===== src/rtl/sg_sequencer.sv =====
// sg_sequencer: eight-entry register-write step sequencer for the signal generator.
// Plays stored (address, data) steps back as single-cycle write strobes.
// The steps are spaced by a programmable interval.
// Build option: define SEQ_LOOP_EN to repeat the sequence until stop or reset.
// Without it, playback ends after one pass and pulses done.
//
// Host write port: host_we is a plain write enable with no back-pressure.
// Every cycle with host_we=1 writes host_wdata into store[host_sel] at that edge.
// The step store is writable in any state.
// A write that lands on the same edge that loads that step to the outputs
// issues the old contents.
module sg_sequencer #(
    parameter int STEPS = 8,
    parameter int DIV_W = 16
) (
    input  logic             clk,
    input  logic             rst_n,
    input  logic             host_we,
    input  logic [2:0]       host_sel,
    input  logic [7:0]       host_wdata,
    input  logic             start,
    input  logic             stop,
    input  logic [2:0]       length,
    input  logic [DIV_W-1:0] interval,
    output logic             sg_write_strobe,
    output logic [2:0]       sg_address,
    output logic [4:0]       sg_data,
    output logic             busy,
    output logic [2:0]       step_idx,
    output logic             done
);

    typedef enum logic [1:0] {
        IDLE  = 2'd0,
        ISSUE = 2'd1,
        WAIT  = 2'd2
    } state_t;

    localparam logic [DIV_W-1:0] CNT_ONE = {{(DIV_W-1){1'b0}}, 1'b1};

    state_t           state_q, state_d;
    logic [7:0]       store_q [STEPS];
    logic [2:0]       len_q, len_d;
    logic [DIV_W-1:0] int_q, int_d;
    logic [DIV_W-1:0] cnt_q, cnt_d;
    logic [2:0]       idx_q, idx_d;
    logic [2:0]       addr_q, addr_d;
    logic [4:0]       data_q, data_d;
    logic             strobe_q;
    logic             busy_q;
    logic             done_q, done_d;

    logic [2:0]       nxt_idx;
    logic [7:0]       first_entry;
    logic [7:0]       next_entry;

    // Step store: host writes land on the clock edge, independent of playback.
    always_ff @(posedge clk) begin
        if (!rst_n) begin
            for (int i = 0; i < STEPS; i++) begin
                store_q[i] <= 8'h00;
            end
        end else if (host_we) begin
            store_q[host_sel] <= host_wdata;
        end
    end

    // Store read ports: step 0 and the step following the current one.
    always_comb begin
        nxt_idx     = idx_q + 3'd1;
        first_entry = store_q[0];
        next_entry  = store_q[nxt_idx];
    end

    // Next-state and next-output logic; stop overrides every transition.
    always_comb begin
        state_d = state_q;
        len_d   = len_q;
        int_d   = int_q;
        cnt_d   = cnt_q;
        idx_d   = idx_q;
        addr_d  = addr_q;
        data_d  = data_q;
        done_d  = 1'b0;

        if (stop) begin
            state_d = IDLE;
        end else begin
            case (state_q)
                IDLE: begin
                    if (start) begin
                        state_d = ISSUE;
                        len_d   = length;
                        int_d   = interval;
                        idx_d   = 3'd0;
                        addr_d  = first_entry[2:0];
                        data_d  = first_entry[7:3];
                    end
                end
                ISSUE: begin
                    // An interval of 0 behaves as 1: counter starts at 0.
                    state_d = WAIT;
                    if (int_q == '0) begin
                        cnt_d = '0;
                    end else begin
                        cnt_d = int_q - CNT_ONE;
                    end
                end
                WAIT: begin
                    if (cnt_q != '0) begin
                        cnt_d = cnt_q - CNT_ONE;
                    end else if (idx_q < len_q) begin
                        state_d = ISSUE;
                        idx_d   = nxt_idx;
                        addr_d  = next_entry[2:0];
                        data_d  = next_entry[7:3];
                    end else begin
`ifdef SEQ_LOOP_EN
                        // Wrap to step 0 with the usual spacing.
                        state_d = ISSUE;
                        idx_d   = 3'd0;
                        addr_d  = first_entry[2:0];
                        data_d  = first_entry[7:3];
`else
                        // One-shot end: done coincides with the first IDLE cycle.
                        state_d = IDLE;
                        done_d  = 1'b1;
`endif
                    end
                end
                default: begin
                    state_d = IDLE;
                end
            endcase
        end
    end

    // State, captured parameters, counter and registered outputs.
    always_ff @(posedge clk) begin
        if (!rst_n) begin
            state_q  <= IDLE;
            len_q    <= 3'd0;
            int_q    <= '0;
            cnt_q    <= '0;
            idx_q    <= 3'd0;
            addr_q   <= 3'd0;
            data_q   <= 5'd0;
            strobe_q <= 1'b0;
            busy_q   <= 1'b0;
            done_q   <= 1'b0;
        end else begin
            state_q  <= state_d;
            len_q    <= len_d;
            int_q    <= int_d;
            cnt_q    <= cnt_d;
            idx_q    <= idx_d;
            addr_q   <= addr_d;
            data_q   <= data_d;
            strobe_q <= (state_d == ISSUE);
            busy_q   <= (state_d != IDLE);
            done_q   <= done_d;
        end
    end

    assign sg_write_strobe = strobe_q;
    assign sg_address      = addr_q;
    assign sg_data         = data_q;
    assign busy            = busy_q;
    assign step_idx        = idx_q;
    assign done            = done_q;

endmodule

===== config.mk =====
export PLATFORM = sky130hd
export DESIGN_NAME = sg_sequencer
export DESIGN_NICKNAME = d
export VERILOG_FILES = /design/src/rtl/sg_sequencer.sv
export SDC_FILE = /design/constraint.sdc
export NUM_CORES = 1
export LEC_CHECK = 0
export ABC_AREA = 1
export CORE_ASPECT_RATIO = 1.4
export CORE_UTILIZATION = 40
export CTS_CLUSTER_DIAMETER = 80
export DETAILED_ROUTE_END_ITERATION = 10
export PLACE_DENSITY = 0.58
export SYNTH_ARGS = -nofsm -noshare
export SYNTH_HDL_FRONTEND = slang
export SYNTH_SLANG_ARGS = --single-unit

===== constraint.sdc =====
create_clock -name clk -period 1.9 [get_ports clk]
set_input_delay 0.38 -clock clk [delete_from_list [all_inputs] [get_ports clk]]
set_output_delay 0.38 -clock clk [all_outputs]
set_load 0.03 [all_outputs]

==> impl.org <==
** Run status
- The run finished with clean final reports.

** STA
- In the finished design, the share of the clock period the worst path needs comes to a little over nine tenths.
- Worst setup slack after layout :: approximately 0.065 ns
- The worst path needs about 1.8 ns of the cycle, external delays included.
- Number of endpoints with negative hold slack in the final report :: 0
- Worst Max-Slew Pin Slew :: about 0.46 ns
- Between clock sinks in the finished design, the worst skew comes to 0.00985 ns.
- Unrepaired setup endpoints after global routing :: no
- Maximum operating frequency :: 0.545 GHz
- Headroom to the max-slew limit came out at 69.3%.
- Setup_tns :: 0 ns
- Final worst hold slack :: ~0.47 ns
- Final setup violating endpoints :: 0
- Number of slew-limit violations in the final report :: 0

** Synth
- Summed over all instances, the cell type with the most area after synthesis is sky130_fd_sc_hd__edfxtp_1.
- For this run, the number of Yosys warnings is 0.
- Top post-synthesis cells by count :: sky130_fd_sc_hd__nor2_1, sky130_fd_sc_hd__nand2_1, sky130_fd_sc_hd__o21ai_0
- Total of flip-flops plus latches after synthesis :: ~120
- After synthesis, the mean cell area works out to approximately 7.6 um^2.
- After synthesis, the cell types taking the most area are sky130_fd_sc_hd__edfxtp_1, sky130_fd_sc_hd__dfxtp_1, sky130_fd_sc_hd__nor2_1, sky130_fd_sc_hd__nand2_1, sky130_fd_sc_hd__o21ai_0.
- Post-synth design cell area :: ~0.006 mm^2
- Portion of the post-synthesis area used by sequential elements :: between 40% and 50%
- Distinct cell type count after synthesis :: 33
- For this run, asynchronously set or reset flops after synthesis account for 0%.
- After technology mapping, the gate count stands at ~780.
- Number of synthesized flops with an enable pin :: 64
- Summed over its instances, the top area cell type makes up about a third of the synthesized netlist area.
- Most frequent cell after synthesis :: sky130_fd_sc_hd__nor2_1
- Post-Syn Nets :: slightly above 800
- For this run, the leading register cell type out of synthesis is sky130_fd_sc_hd__edfxtp_1.

** Floorplan
- Row generation in the floorplan step produced 52 rows.
- For this design the top-level I/O count stands at roughly 50.
- The floorplan step defined a core boundary enclosing 0.0144 mm^2.
- Die Y-Extent :: around 150 um
- Horiz. Die Dim :: roughly 100 um
- The die covers 0.0153 mm^2.
- The initial utilization of the core area, before any placement, comes to between 40% and 50%.

** Job
- Number of max-capacitance violations reported :: 0

** Drt
- Number of routed nets with antenna violations :: 0
- Using the TritonRoute via totals, the vias-per-cell ratio works out to about 5.
- Routed via count :: approximately 5.2k
- Final wirelength :: ~16,000 um
- Number of iterations in the first detailed-routing pass :: 7
- In this run, the number of DRC markers left after iteration 0 of detailed routing was between 300 and 400.
- In the final routed layout, each cell accounts on average for approximately 15 um.
- After detailed routing, the number of remaining DRC violations is 0.

** CTS
- Cts repair resizes :: 2
- The clock net in this run drives a total of roughly 120 sinks.
- H-Tree Depth :: 4
- Post-CTS timing repair inserted 0 buffers for setup.
- Clock-pin slew was measured on the worst setup and hold paths at around 0.050 ns.
- The root buffer cell chosen for the clock tree is sky130_fd_sc_hd__clkbuf_16.
- CTS tree :: yes
- For the worst-skew pair, the clock arrives at the later sink with an insertion delay of 0.42 ns.
- Buffer levels on the longest clock path :: 2
- Hold bufs inserted after CTS :: 0
- The number of clock buffers added by TritonCTS is 17.

** Place
- Placed wire-length estimate after detailed placement :: around 11,000 um
- Port Buffer Count :: 48
- Summing all placed instances gives a cell area of 0.00670 mm^2.
- Prior to clock tree synthesis, the placed netlist has a worst setup slack of -0.0961 ns.
- Final GP Congestion :: roughly 0.84

** Critical path
- Data on the critical path is required at its endpoint by ~1.5 ns.
- The worst setup path is of the reg -> out kind.
- Highest cell delay on the worst timing path :: approximately 0.68 ns
- Among all stages on the critical path, the largest delay is contributed by sky130_fd_sc_hd__clkdlybuf4s50_1.
- Of all nets on the critical path, the largest fanout is 2.
- Dominant delay contributor by cell family on the critical path :: buffers and inverters
- The signal on the critical path passes through clkdlybuf4s50_1.
- Sort of element at the end of the critical path :: output pin
- The number of buffers and inverters on the critical path is 1.
- Startpoint class of the critical path :: flop
- At the worst endpoint, the arrival time is about 1.5 ns.

** Layout
- From synthesis to final layout, the design area changed by 23.9%.
- Of the cells placed in the final design, the portion with a size suffix greater than 1 is 9.73%.
- Finished layout cell area :: between 0.007 and 0.008 mm^2
- The number of antenna diodes in the final layout is 0.
- Cells fill 50.7% of the core in the end.
- After the last flow step, the layout net total stands at ~880.
- After filler insertion, the fill cell instance count of the layout stands at 1,464.
- Total area of multi-input combinational cells :: between 0.002 and 0.003 mm^2
- FF+latch area :: a little under 0.003 mm^2

** Pwr
- Sw Share :: between 20% and 30%
- Maximum vdd drop :: around 0.6 mV
- Seq pwr share :: about two fifths
- Clock share of power :: 46.8%
- Total leakage power :: 3.17 nW
- In this run the power density over the cells is ~1000 mW/mm^2.
- The internal power of the cells totals roughly 5.5 mW.
- Summed over all nets, the switching power comes to 1.85 mW.
- In this run, the combinational gates consume 14.0% of the power.

** GRT
- The total overflow left after global routing is 0.
- The first global-routing pass estimated between 20,000 and 30,000 um of wire.
- Grt met2 use :: approximately 39%
- The number of global-route vias before repair is around 5k.
- After global routing, the most crowded layer is met2.
- Maximum number of pins on one net before global-route repair :: 35
- Global routing used a little under a quarter of the available met1 tracks.
- Initial antenna violation count :: 0
- Gr usage total :: between 20% and 30%
- In the global route stage, met3 resource usage came out at under 10%.

** Min path
- The tightest min-delay check is of the reg -> reg type.
## routing by layer
metal,wire length [um],vias up
li1,-,2625
met1,6090,2375
met2,8400,133
met3,683,33
met4,602,0
met5,0,-
## sequential cells by signal (all words and copies together), names as in the netlist
register,cells
done,1
sg_data,5
int_q,16
state_q,2
cnt_q,16
busy,1
sg_address,3
store_q,64
len_q,3
step_idx,3
sg_write_strobe,1
## placed cells by master, fill, tap and decap left out, types with 17 or more instances in the layout
cell type and n:
sky130_fd_sc_hd__a21oi_1 23, sky130_fd_sc_hd__o21ai_0 86, sky130_fd_sc_hd__nor2_1 214, sky130_fd_sc_hd__inv_1 59, sky130_fd_sc_hd__nand3_1 37, sky130_fd_sc_hd__edfxtp_1 64, sky130_fd_sc_hd__clkdlybuf4s50_1 45, sky130_fd_sc_hd__buf_4 22
sky130_fd_sc_hd__clkbuf_16 17, sky130_fd_sc_hd__dfxtp_1 50, sky130_fd_sc_hd__nand2_1 158
## final timing paths
path / startpoint / to / slack (ns) / depth (start not counted)
max reg2reg: step_idx[0] / sg_address[0] / 0.16 / 9
min reg2reg: len_q[1] / len_q[1] / 0.47 / 2
min: len_q[1] / len_q[1] / 0.47 / 2
max: sg_address[2] / sg_address[2] / 0.06 / 1
## power by group through the flow
stage | Clock [mW] | Combinational (mW) | Sequential (mW)
final | 3.42 | 1.03 | 2.87
after global routing | 3.57 | 1.15 | 2.88
after floorplan | 0 | 0.652 | 2.92
after global placement | 0 | 1.02 | 2.91
after CTS | 3.45 | 1.03 | 2.87
after detailed placement | 0 | 1.03 | 2.92
## worst min-delay path: cells and delay by family, from the launching register on
kind | cells | cell delay, ns
flops | 1 | 0.29
buf+inv | 1 | 0.07
compound gates | 1 | 0.06
## metrics by stage
step / power (mW) / cells
finish: 7.31 / 1042
global route: 7.60 / 1042
CTS: 7.35 / 1042
detailed placement: 3.94 / 1010
global placement: 3.93 / 1010
floorplan: 3.57 / 775
## cells by family (layout without fill, tap and decap cells)
group,after synthesis,count (layout),synth area share (%)
AO/OA/AOI/OAI,119,119,10.4
XOR/XNOR,7,7,1.04
adder cells (fa/ha/maj),6,6,1.27
buffers and inverters,91,169,6.86
flip-flops,115,115,49.8
AND/OR/NAND/NOR,437,437,30.6
## cell type report
type,instances,area share (%)
Sequential cell,115,40.2
Multi-Input combinational cell,569,35.0
Tap cell,189,3.23
Clock inverter,11,2.51
Inverter,64,3.33
Clock buffer,21,6.01
Timing Repair Buffer,73,9.74
Power figures use the tool's default switching activity.
